## src/rtl/result_display_scan.sv

```systemverilog
// Scans a 32-bit result across an 8-digit common-anode 7-segment display.
// A new value is latched into the display only at a frame boundary, so a frame never tears.
module result_display_scan #(
    parameter int SCAN_DIV = 50_000,
    parameter bit LZ_BLANK = 1'b1
) (
    input  logic        clk,
    input  logic        reset,
    input  logic        en,
    input  logic        result_valid,
    input  logic [31:0] result,
    output logic [7:0]  an,
    output logic [7:0]  seg,
    output logic        pending
);

    localparam int DIV_W = (SCAN_DIV > 2) ? $clog2(SCAN_DIV) : 1;
    localparam logic [DIV_W-1:0] DIV_LAST = DIV_W'(SCAN_DIV - 1);

    logic [DIV_W-1:0] div_cnt_q, div_cnt_d;
    logic [2:0]       digit_idx_q, digit_idx_d;
    logic [31:0]      shown_q, shown_d;
    logic [31:0]      pend_val_q, pend_val_d;
    logic             pending_q, pending_d;
    logic [7:0]       an_q, an_d;
    logic [7:0]       seg_q, seg_d;
    logic             tick;
    logic             fb;
    logic [7:0]       blank;
    logic [3:0]       nibble;

    function automatic logic [7:0] hex7(input logic [3:0] n);
        case (n)
            4'h0: hex7 = 8'hC0;
            4'h1: hex7 = 8'hF9;
            4'h2: hex7 = 8'hA4;
            4'h3: hex7 = 8'hB0;
            4'h4: hex7 = 8'h99;
            4'h5: hex7 = 8'h92;
            4'h6: hex7 = 8'h82;
            4'h7: hex7 = 8'hF8;
            4'h8: hex7 = 8'h80;
            4'h9: hex7 = 8'h90;
            4'hA: hex7 = 8'h88;
            4'hB: hex7 = 8'h83;
            4'hC: hex7 = 8'hC6;
            4'hD: hex7 = 8'hA1;
            4'hE: hex7 = 8'h86;
            default: hex7 = 8'h8E;
        endcase
    endfunction

    // Digit 0 always shows, so a zero value still reads "0".
    assign blank[0] = 1'b0;
    generate
        for (genvar gi = 1; gi < 8; gi++) begin : g_blank
            assign blank[gi] = LZ_BLANK && (shown_q[31:4*gi] == '0);
        end
    endgenerate

    assign tick   = en && (div_cnt_q == DIV_LAST);
    assign fb     = tick && (digit_idx_q == 3'd7);
    assign nibble = shown_q[{digit_idx_q, 2'b00} +: 4];

    always_comb begin
        div_cnt_d   = div_cnt_q;
        digit_idx_d = digit_idx_q;
        shown_d     = shown_q;
        pend_val_d  = pend_val_q;
        pending_d   = pending_q;
        an_d        = 8'hFF;
        seg_d       = 8'hFF;

        if (en) begin
            if (tick) begin
                div_cnt_d   = '0;
                digit_idx_d = digit_idx_q + 3'd1;
            end else begin
                div_cnt_d = div_cnt_q + 1'b1;
            end
        end

        // A strobe landing on the boundary itself bypasses the pending register.
        if (fb) begin
            if (result_valid) begin
                shown_d = result;
            end else if (pending_q) begin
                shown_d = pend_val_q;
            end
            pending_d = 1'b0;
        end else if (result_valid) begin
            pend_val_d = result;
            pending_d  = 1'b1;
        end

        if (en) begin
            an_d  = ~(8'b1 << digit_idx_q);
            seg_d = blank[digit_idx_q] ? 8'hFF : hex7(nibble);
        end
    end

    always_ff @(posedge clk) begin
        if (reset) begin
            div_cnt_q   <= '0;
            digit_idx_q <= 3'd0;
            shown_q     <= '0;
            pend_val_q  <= '0;
            pending_q   <= 1'b0;
            an_q        <= 8'hFF;
            seg_q       <= 8'hFF;
        end else begin
            div_cnt_q   <= div_cnt_d;
            digit_idx_q <= digit_idx_d;
            shown_q     <= shown_d;
            pend_val_q  <= pend_val_d;
            pending_q   <= pending_d;
            an_q        <= an_d;
            seg_q       <= seg_d;
        end
    end

    assign an      = an_q;
    assign seg     = seg_q;
    assign pending = pending_q;

endmodule
```

## config.mk

```make
export PLATFORM = sky130hd
export DESIGN_NAME = result_display_scan
export DESIGN_NICKNAME = d
export VERILOG_FILES = /design/src/rtl/result_display_scan.sv
export SDC_FILE = /design/constraint.sdc
export NUM_CORES = 1
export LEC_CHECK = 0
export BUFFER_PORTS_ARGS = -buffer_cell sky130_fd_sc_hd__buf_2
export CAP_MARGIN = 0
export CORE_MARGIN = 2
export CORE_UTILIZATION = 58
export DETAILED_ROUTE_END_ITERATION = 6
export GPL_ROUTABILITY_DRIVEN = 1
export GPL_TIMING_DRIVEN = 0
export HOLD_SLACK_MARGIN = 0.15
export PLACE_DENSITY = 0.79
export SLEW_MARGIN = 20
export SYNTH_ARGS = -nofsm -noshare
export SYNTH_HDL_FRONTEND = slang
export SYNTH_SLANG_ARGS = --single-unit
```

## constraint.sdc

```tcl
create_clock -name clk -period 2.35 [get_ports clk]
set_input_delay 0.235 -clock clk [delete_from_list [all_inputs] [get_ports clk]]
set_output_delay 0.235 -clock clk [all_outputs]
set_load 0.05 [all_outputs]
```

Word level (Yosys, flattened, before mapping) --
Memories as Yosys holds them, arrays and structs flattened. A register that Yosys moved wholly into a read port is not among the register bits. Cells that the tools add are included. W data, S select, Z words.
Storage, ports and cells: output and inout bits 17, logic and storage cells 39, flip-flop bits (word level) 100, bits in read-only memories 112, memories 1, input bits 36
Memory list:
- (name not given) | words 16, bits a word 7, read ports 1, clocked after Yosys merged registers in 1, wr ports 0, RTL line 33 | case (n)
Operators by class: equal/unequal tests 2, muxes and demuxes 5, reductions and logical operators 16, bitwise gates (word level) 3, shift operators 2, $lt $le $gt $ge 1, add/sub/neg operators 2
Operators by type and width (count):
- $mux W32 | 2
- $shiftx A32 B6 Y4 | 1
- $logic_not A28 Y1 | 1
- $logic_not A24 Y1 | 1
- $logic_not A20 Y1 | 1
- $add A16 B1 Y16 const B | 1
- $eq A16 B16 Y1 const B | 1
- $logic_not A16 Y1 | 1
- $mux W16 | 1
- $logic_not A12 Y1 | 1
- $logic_not A8 Y1 | 1
- $not A8 Y8 | 1
- $shl A1 B3 Y8 const A | 1
- $reduce_and A2 Y1 | 3
- $logic_not A4 Y1 | 1
- $lt A3 B4 Y1 const B | 1
- $reduce_or A2 Y1 | 2
- $add A3 B1 Y3 const B | 1
- $bmux W1 S3 | 1
- $eq A3 B3 Y1 const B | 1
- $reduce_or A3 Y1 | 1
- $logic_and A1 B1 Y1 | 2
- $not A1 Y1 | 2
- $reduce_bool A2 Y1 | 1
- $mux W1 | 1

Longest topological paths before layout --
Gate-level depths: netlist of run 1.
depth after elaboration 5, depth in mapped cells 9, gate-level depth less buffers 8

Least setup slack after synthesis of run 1 --
Ideal clock, no wire load.
path kind register -> register, from reg digit_idx_q[1], to reg seg_q[3], in the netlist seg[3], data required time 2.228 ns, setup time 0.122 ns, clock period less this slack 2.132 ns, path slack 0.218 ns, arrival 2.010 ns, buffers on the path 1, stages on the path, launching flop included 10, cells stage by stage dfxtp_1 buf_6 mux4_1 nand2_1 and2_1 inv_1 ha_1 mux2i_1 mux2i_1 nand2b_1
Between the ends: word-level cells in the longest chain between the ends 3, elaborated cells between the ends (all ways) 4, those cells by class shift: 1; mux: 2; reduce/logical: 1
RTL lines:
- start: declaration | RTL line 21 | logic [2:0] digit_idx_q, digit_idx_d;
- start signal: assignment | RTL line 113 | digit_idx_q <= digit_idx_d;
- parallel branches: the longest is 3 deep, another holds $shiftx A32 B6 Y4
- end: declaration | RTL line 26 | logic [7:0] seg_q, seg_d;
Parallel ways; which one is timed is not known. The select of a mux whose other input is x is not followed. A chain may end at the register's enable or synchronous reset.

Worst setup path in the final report of run 1 --
from reg digit_idx_q[1], to reg seg_q[4], in the netlist seg[4]
The elaborated chain is that of the path after synthesis.

==> results.cfg, run 1 <==
[clocking]
post_cts_buffers = 0
clk_path_buf_depth = 2
clk_latency_ns = 0.36
numCtsBuffers = 9
root_buffer = clkbuf_8
cts.clk_slew.worst_paths_ns = 0.09
cts_tree = done
clock-sinks = 99
h-tree-depth = 3

[synth]
synth-edff-count = 0
synthesis.nets = 531
synth.avg_cell_area_sq_um = 9.23
syn_inst = 482
syn_area_sq_um = 4450
ys.flop_type = dfxtp_1
synth.distinct_cells = 50
synth_area_leader_cell = dfxtp_1
ys_warn_count = 0
synth_area_leaders = dfxtp_1 (45%), mux2i_1 (8.8%), nand2_1 (6.7%)
synth_top_cell_area_share = 0.445
asyncSetResetFlopFracSynth = 0
ys_ff_latch = 99
seq_area_frac_synth = 0.445

[sta]
fin_crit_sh = 0.945
min_period_ns = 2.22
hold-worst-slack_ns = 0.262
rsz0062_at_grt = no
relSlewSlack = 0.492
slew_violations = 0
skew_ns = 0.0113
worst_slack_ns = 0.129
clock.fmax_ghz = 0.450
setup-violations-final = 0
hold_viol_final = 0
worst_slew_pin_slew_ns = 0.763
timing.setup.tns_ns = 0

[grt]
grt_pass1_vias = 3753
grt_use_total = 0.253
grt_max_degree = 17
overflow = 0
grt_pass1_wl_mm = 16.9
antenna_found_initial = 0

[die]
die_x_um = 91.6
coreArea_sq_um = 7330
start_util = 0.607
die_area_sq_um = 8390
io_pins = 53
placementRows = 31
fp.dieH_um = 91.6

[setup_path]
required_ns = 2.57
worst-path-max-fanout = 10
critPathArrivalTime_ns = 2.44
crit_buf_inv = 1
cp-start-kind = register
slowest_delay_ns = 0.53
cp_slowest_cell = mux4_2
critPathKind = reg -> reg
crit_chain = buf_6, mux4_2, mux2_4, ha_1, mux2_2, nand2_1, o211ai_1
endpoint_kind = register
crit_family = multiplexers

[layout]
final_nets = 625
n_antenna_cell = 0
fin_util = 0.733
layout-drive-gt1-share = 0.170
final_cell_mix = dfxtp_1 (97), nand2_1 (79), buf_2 (59)
final_common_cell = dfxtp_1
stdcell_count = 680
final_cell_area_sq_um = 5370
area_growth_pct = 20.7
n_fill_cell = 563

[pwr]
power_leakage_nw = 2.14
powerDensity_nw_per_um2 = 582
p_total_mw = 3.13
ir_drop_uv = 546

[outcome]
status = finished, final reports clean

[hold_path]
hp-class = in -> reg

[route]
viasPerCell = 5.54
postRouteAntennaNets = 0
vias = 3767
wire_per_inst_um = 14.8
drt_iter0_drc = 283
post-route-drc-count = 0
firstDrtPassIters = 4
wirelength_mm = 10.1

[flow_run]
cap_violations = 0

[place]
place_hpwl_mm = 7.01
port_buffers = 50
dp_slack_ns = -0.0638
place_inst = 631
gp_congestion = 0.936
dpl_cell_area_sq_um = 4820
kinds of logic (layout without fill, tap and decap cells):
kind of cell	Yosys count	count (layout)	share of synthesized area
compound gates	88	88	0.128
xor+xnor	13	13	0.0256
fa+ha+maj	13	13	0.0365
buf+inv	42	141	0.0413
flops	99	99	0.445
mux	51	51	0.146
other cells	1	1	0.000843
simple gates	175	175	0.176
path summary, 6_finish.rpt:
| path | start | to | slack (ns) | cells after the start |
|---|---|---|---|---|
| max | digit_idx_q[1] | seg[4] | 0.13 | 7 |
| min | en | div_cnt_q[4] | 0.26 | 4 |
| max reg2reg | digit_idx_q[1] | seg[4] | 0.13 | 7 |
| min reg2reg | pend_val_q[8] | pend_val_q[8] | 0.46 | 2 |
cell type report:
class / instances / area (sq um) / share of cell area
buffer: 31 / 150 / 0.0279
clock buffer: 10 / 138 / 0.0256
clock inverter: 6 / 63.8 / 0.0119
inverter: 11 / 41.3 / 0.00768
multi-input combinational: 341 / 2290 / 0.426
sequential: 99 / 1990 / 0.370
tap: 99 / 124 / 0.0231
timing repair buffer: 83 / 581 / 0.108
where the power goes:
group	internal [mW]	total [mW]	switching, mW
clock network	0.521	1.10	0.580
logic	0.125	0.290	0.166
registers	1.72	1.73	0.0186
total	2.36	3.13	0.764
tightest hold or removal path, cell delays in order:
cell and delay, ns:
buf_2 0.12, nand4_1 0.10, xor2_1 0.07, nor2_1 0.07
registers in the layout, indices dropped and copies added, names as in the netlist:
signal / flops
digit_idx_q: 3
pending: 1
an: 8
div_cnt_q: 16
seg: 7
pend_val_q: 32
shown_q: 32
timing repair:
item	4_1_cts	5_1_grt
gates resized for setup	1	13
endpoints found under the setup margin	3	11
hold buffers	33	0
hold endpoints to repair	35	0
cells in the mapped netlist, drive strengths merged (2+ instances only):
| cell type | instances |
|---|---|
| a211oi | 33 |
| a21oi | 38 |
| buf | 13 |
| clkbuf | 18 |
| dfxtp | 99 |
| ha | 13 |
| inv | 11 |
| mux2 | 3 |
| mux2i | 40 |
| mux4 | 8 |
| nand2 | 79 |
| nand2b | 6 |
| nand3 | 7 |
| nand4 | 5 |
| nor2 | 52 |
| nor2b | 5 |
| nor3 | 2 |
| nor4 | 5 |
| nor4bb | 2 |
| o211ai | 2 |
| o21ai | 5 |
| o221ai | 3 |
| or3 | 4 |
| or4 | 3 |
| xnor2 | 3 |
| xor2 | 10 |
per-layer routing:
metal	GRT usage	part of all wire	wire, um
met5	0	0	0
met4	0.107	0.031	308
met3	0.0622	0.041	418
met2	0.442	0.51	5120
met1	0.293	0.42	4250
(Power assumes the default switching activity.)
==> run 2: changes to the inputs <==
--- a/config.mk
+++ b/config.mk
@@ -7,13 +7,12 @@
 export LEC_CHECK = 0
 export BUFFER_PORTS_ARGS = -buffer_cell sky130_fd_sc_hd__buf_2
 export CAP_MARGIN = 0
-export CORE_MARGIN = 2
-export CORE_UTILIZATION = 58
+export CORE_UTILIZATION = 52
 export DETAILED_ROUTE_END_ITERATION = 6
 export GPL_ROUTABILITY_DRIVEN = 1
 export GPL_TIMING_DRIVEN = 0
 export HOLD_SLACK_MARGIN = 0.15
-export PLACE_DENSITY = 0.79
+export PLACE_DENSITY = 0.75
 export SLEW_MARGIN = 20
 export SYNTH_ARGS = -nofsm -noshare
 export SYNTH_HDL_FRONTEND = slang
==> constraint.sdc (replaced) <==
create_clock -name clk -period 1.8 [get_ports clk]
set_input_delay 0.18 -clock clk [delete_from_list [all_inputs] [get_ports clk]]
set_output_delay 0.18 -clock clk [all_outputs]
set_load 0.05 [all_outputs]
==> run 2 against run 1 <==
Net effect: the flow now finishes with violations (negative setup slack); worst setup slack got worse by 0.46 ns; sequential cell count unchanged; power up 39%; combinational power increased by 94%; via count up 21%; register-to-register slack got worse by 0.46 ns; global-route usage increased by 4.3 points; highest routed layer unchanged.
==> results.cfg, run 2 (synthesis gave the netlist of run 1 again) <==
[sta]
min_period_ns = 2.13
worst_slack_ns = -0.329
setup-violations-final = 70
slew_violations = 0
hold-worst-slack_ns = 0.328
rsz0062_at_grt = yes
skew_ns = 0.0155
relSlewSlack = 0.397
hold_viol_final = 0
fin_crit_sh = 1.18
worst_slew_pin_slew_ns = 0.905
timing.setup.tns_ns = -6.64
clock.fmax_ghz = 0.470

[grt]
grt_pass1_wl_mm = 20.3
grt_max_degree = 18
antenna_found_initial = 0
overflow = 0
grt_use_total = 0.296
grt_pass1_vias = 4363

[layout]
n_antenna_cell = 0
fin_util = 0.859
seqCellArea_sq_um = 2010
multi_input_area_sq_um = 3100
n_fill_cell = 364
final_cell_mix = dfxtp_1 (86), buf_2 (51), nand2_1 (43)
largestRegisters = pend_val_q: 32 flops, shown_q: 32 flops, div_cnt_q: 16 flops
layout-drive-gt1-share = 0.495
area_growth_pct = 59.3
final_common_cell = dfxtp_1
final_nets = 683

[place]
place_hpwl_mm = 6.95
gp_congestion = 0.903
port_buffers = 50
dp_slack_ns = -0.404

[clocking]
numCtsBuffers = 9
root_buffer = clkbuf_8
h-tree-depth = 3
clk_path_buf_depth = 2
clock-sinks = 99
cts.clk_slew.worst_paths_ns = 0.10
cts_tree = done
clk_latency_ns = 0.38

[setup_path]
endpoint_kind = register
crit_chain = buf_8, mux4_2, mux2_4, ha_4, buf_4, mux2i_1, o221ai_1
worst-path-max-fanout = 5
crit_buf_inv = 2
slowest_delay_ns = 0.53
cp_slowest_cell = mux4_2
critPathArrivalTime_ns = 2.36
critPathKind = reg -> reg
required_ns = 2.03
crit_family = multiplexers
cp-start-kind = register

[die]
fp.dieH_um = 94.5
placementRows = 33
coreArea_sq_um = 8260
io_pins = 53
start_util = 0.539
die_x_um = 94.5
die_area_sq_um = 8930

[pwr]
powerDensity_nw_per_um2 = 614
power_leakage_nw = 2.91
ir_drop_uv = 616

[route]
wirelength_mm = 16.5
postRouteAntennaNets = 0
firstDrtPassIters = 5
vias = 4573
viasPerCell = 6.15
drt_iter0_drc = 364
wire_per_inst_um = 22.2
post-route-drc-count = 0

[flow_run]
cap_violations = 0

[hold_path]
hp-class = in -> reg

[outcome]
violations = negative setup slack
status = finished, violations left
[run 2: cell count changes in the layout (fill, tap and decap cells not counted), moves of 18 or more]
| cell | delta |
|---|---|
| buf_4 | +29 |
| buf_6 | +18 |
| a211oi_1 | -32 |
| nand2_4 | +31 |
| nand2_1 | -36 |
| a21oi_1 | -32 |
| a211oi_2 | +32 |
| a21oi_2 | +30 |
| nor2_1 | -18 |
[run 2: metal layers]
metal / routed length [um] / part of all wire / GRT usage
met1: 6180 / 0.37 / 0.325
met2: 8370 / 0.51 / 0.560
met3: 982 / 0.059 / 0.0483
met4: 986 / 0.060 / 0.124
met5: 0 / 0 / 0
[run 2: final timing paths]
| kind | from | endpoint | slack, ns | cells after the start |
|---|---|---|---|---|
| min reg2reg | pend_val_q[5] | pend_val_q[5] | 0.49 | 2 |
| max reg2reg | digit_idx_q[1] | seg[5] | -0.33 | 7 |
| min | en | div_cnt_q[8] | 0.33 | 5 |
| max | digit_idx_q[1] | seg[5] | -0.33 | 7 |
[run 2: cell type report]
type / instances / share of cell area
Sequential cell: 99 / 0.283
Buffer: 31 / 0.0464
Tap cell: 105 / 0.0185
Clock buffer: 10 / 0.0180
Inverter: 11 / 0.00653
Multi-Input combinational cell: 341 / 0.437
Timing Repair Buffer: 141 / 0.180
Clock inverter: 6 / 0.0101
[run 2: report_power, final]
| group | switching (mW) | internal [mW] | total (mW) | leakage [nW] |
|---|---|---|---|---|
| registers | 0.0501 | 2.24 | 2.29 | 0.814 |
| logic | 0.322 | 0.243 | 0.564 | 2.01 |
| clock network | 0.843 | 0.659 | 1.50 | 0.0939 |
[run 2: timing repair]
item                                    4_1_cts  5_1_grt
gates resized for setup                     119      181
pin swaps                                    37       89
endpoints found under the setup margin       83       84
gates cloned                                  5        5
buffers inserted                             46       10
hold endpoints to repair                     36        0
hold buffers                                 33        0
[run 2: through the flow]
stage               cells  area, sq um  total power [mW]
global route          744         7090              4.45
detailed placement    637         4860              2.63
CTS                   736         6290              4.14
finish                744         7090              4.35
floorplan             482         4480              2.52
global placement      637         4860              2.62
[run 2: tightest hold or removal path: cells and delay by family]
| kind | cells | cell delay, ns |
|---|---|---|
| buffers and inverters | 1 | 0.14 |
| XOR/XNOR | 1 | 0.06 |
| AND/OR/NAND/NOR | 3 | 0.29 |
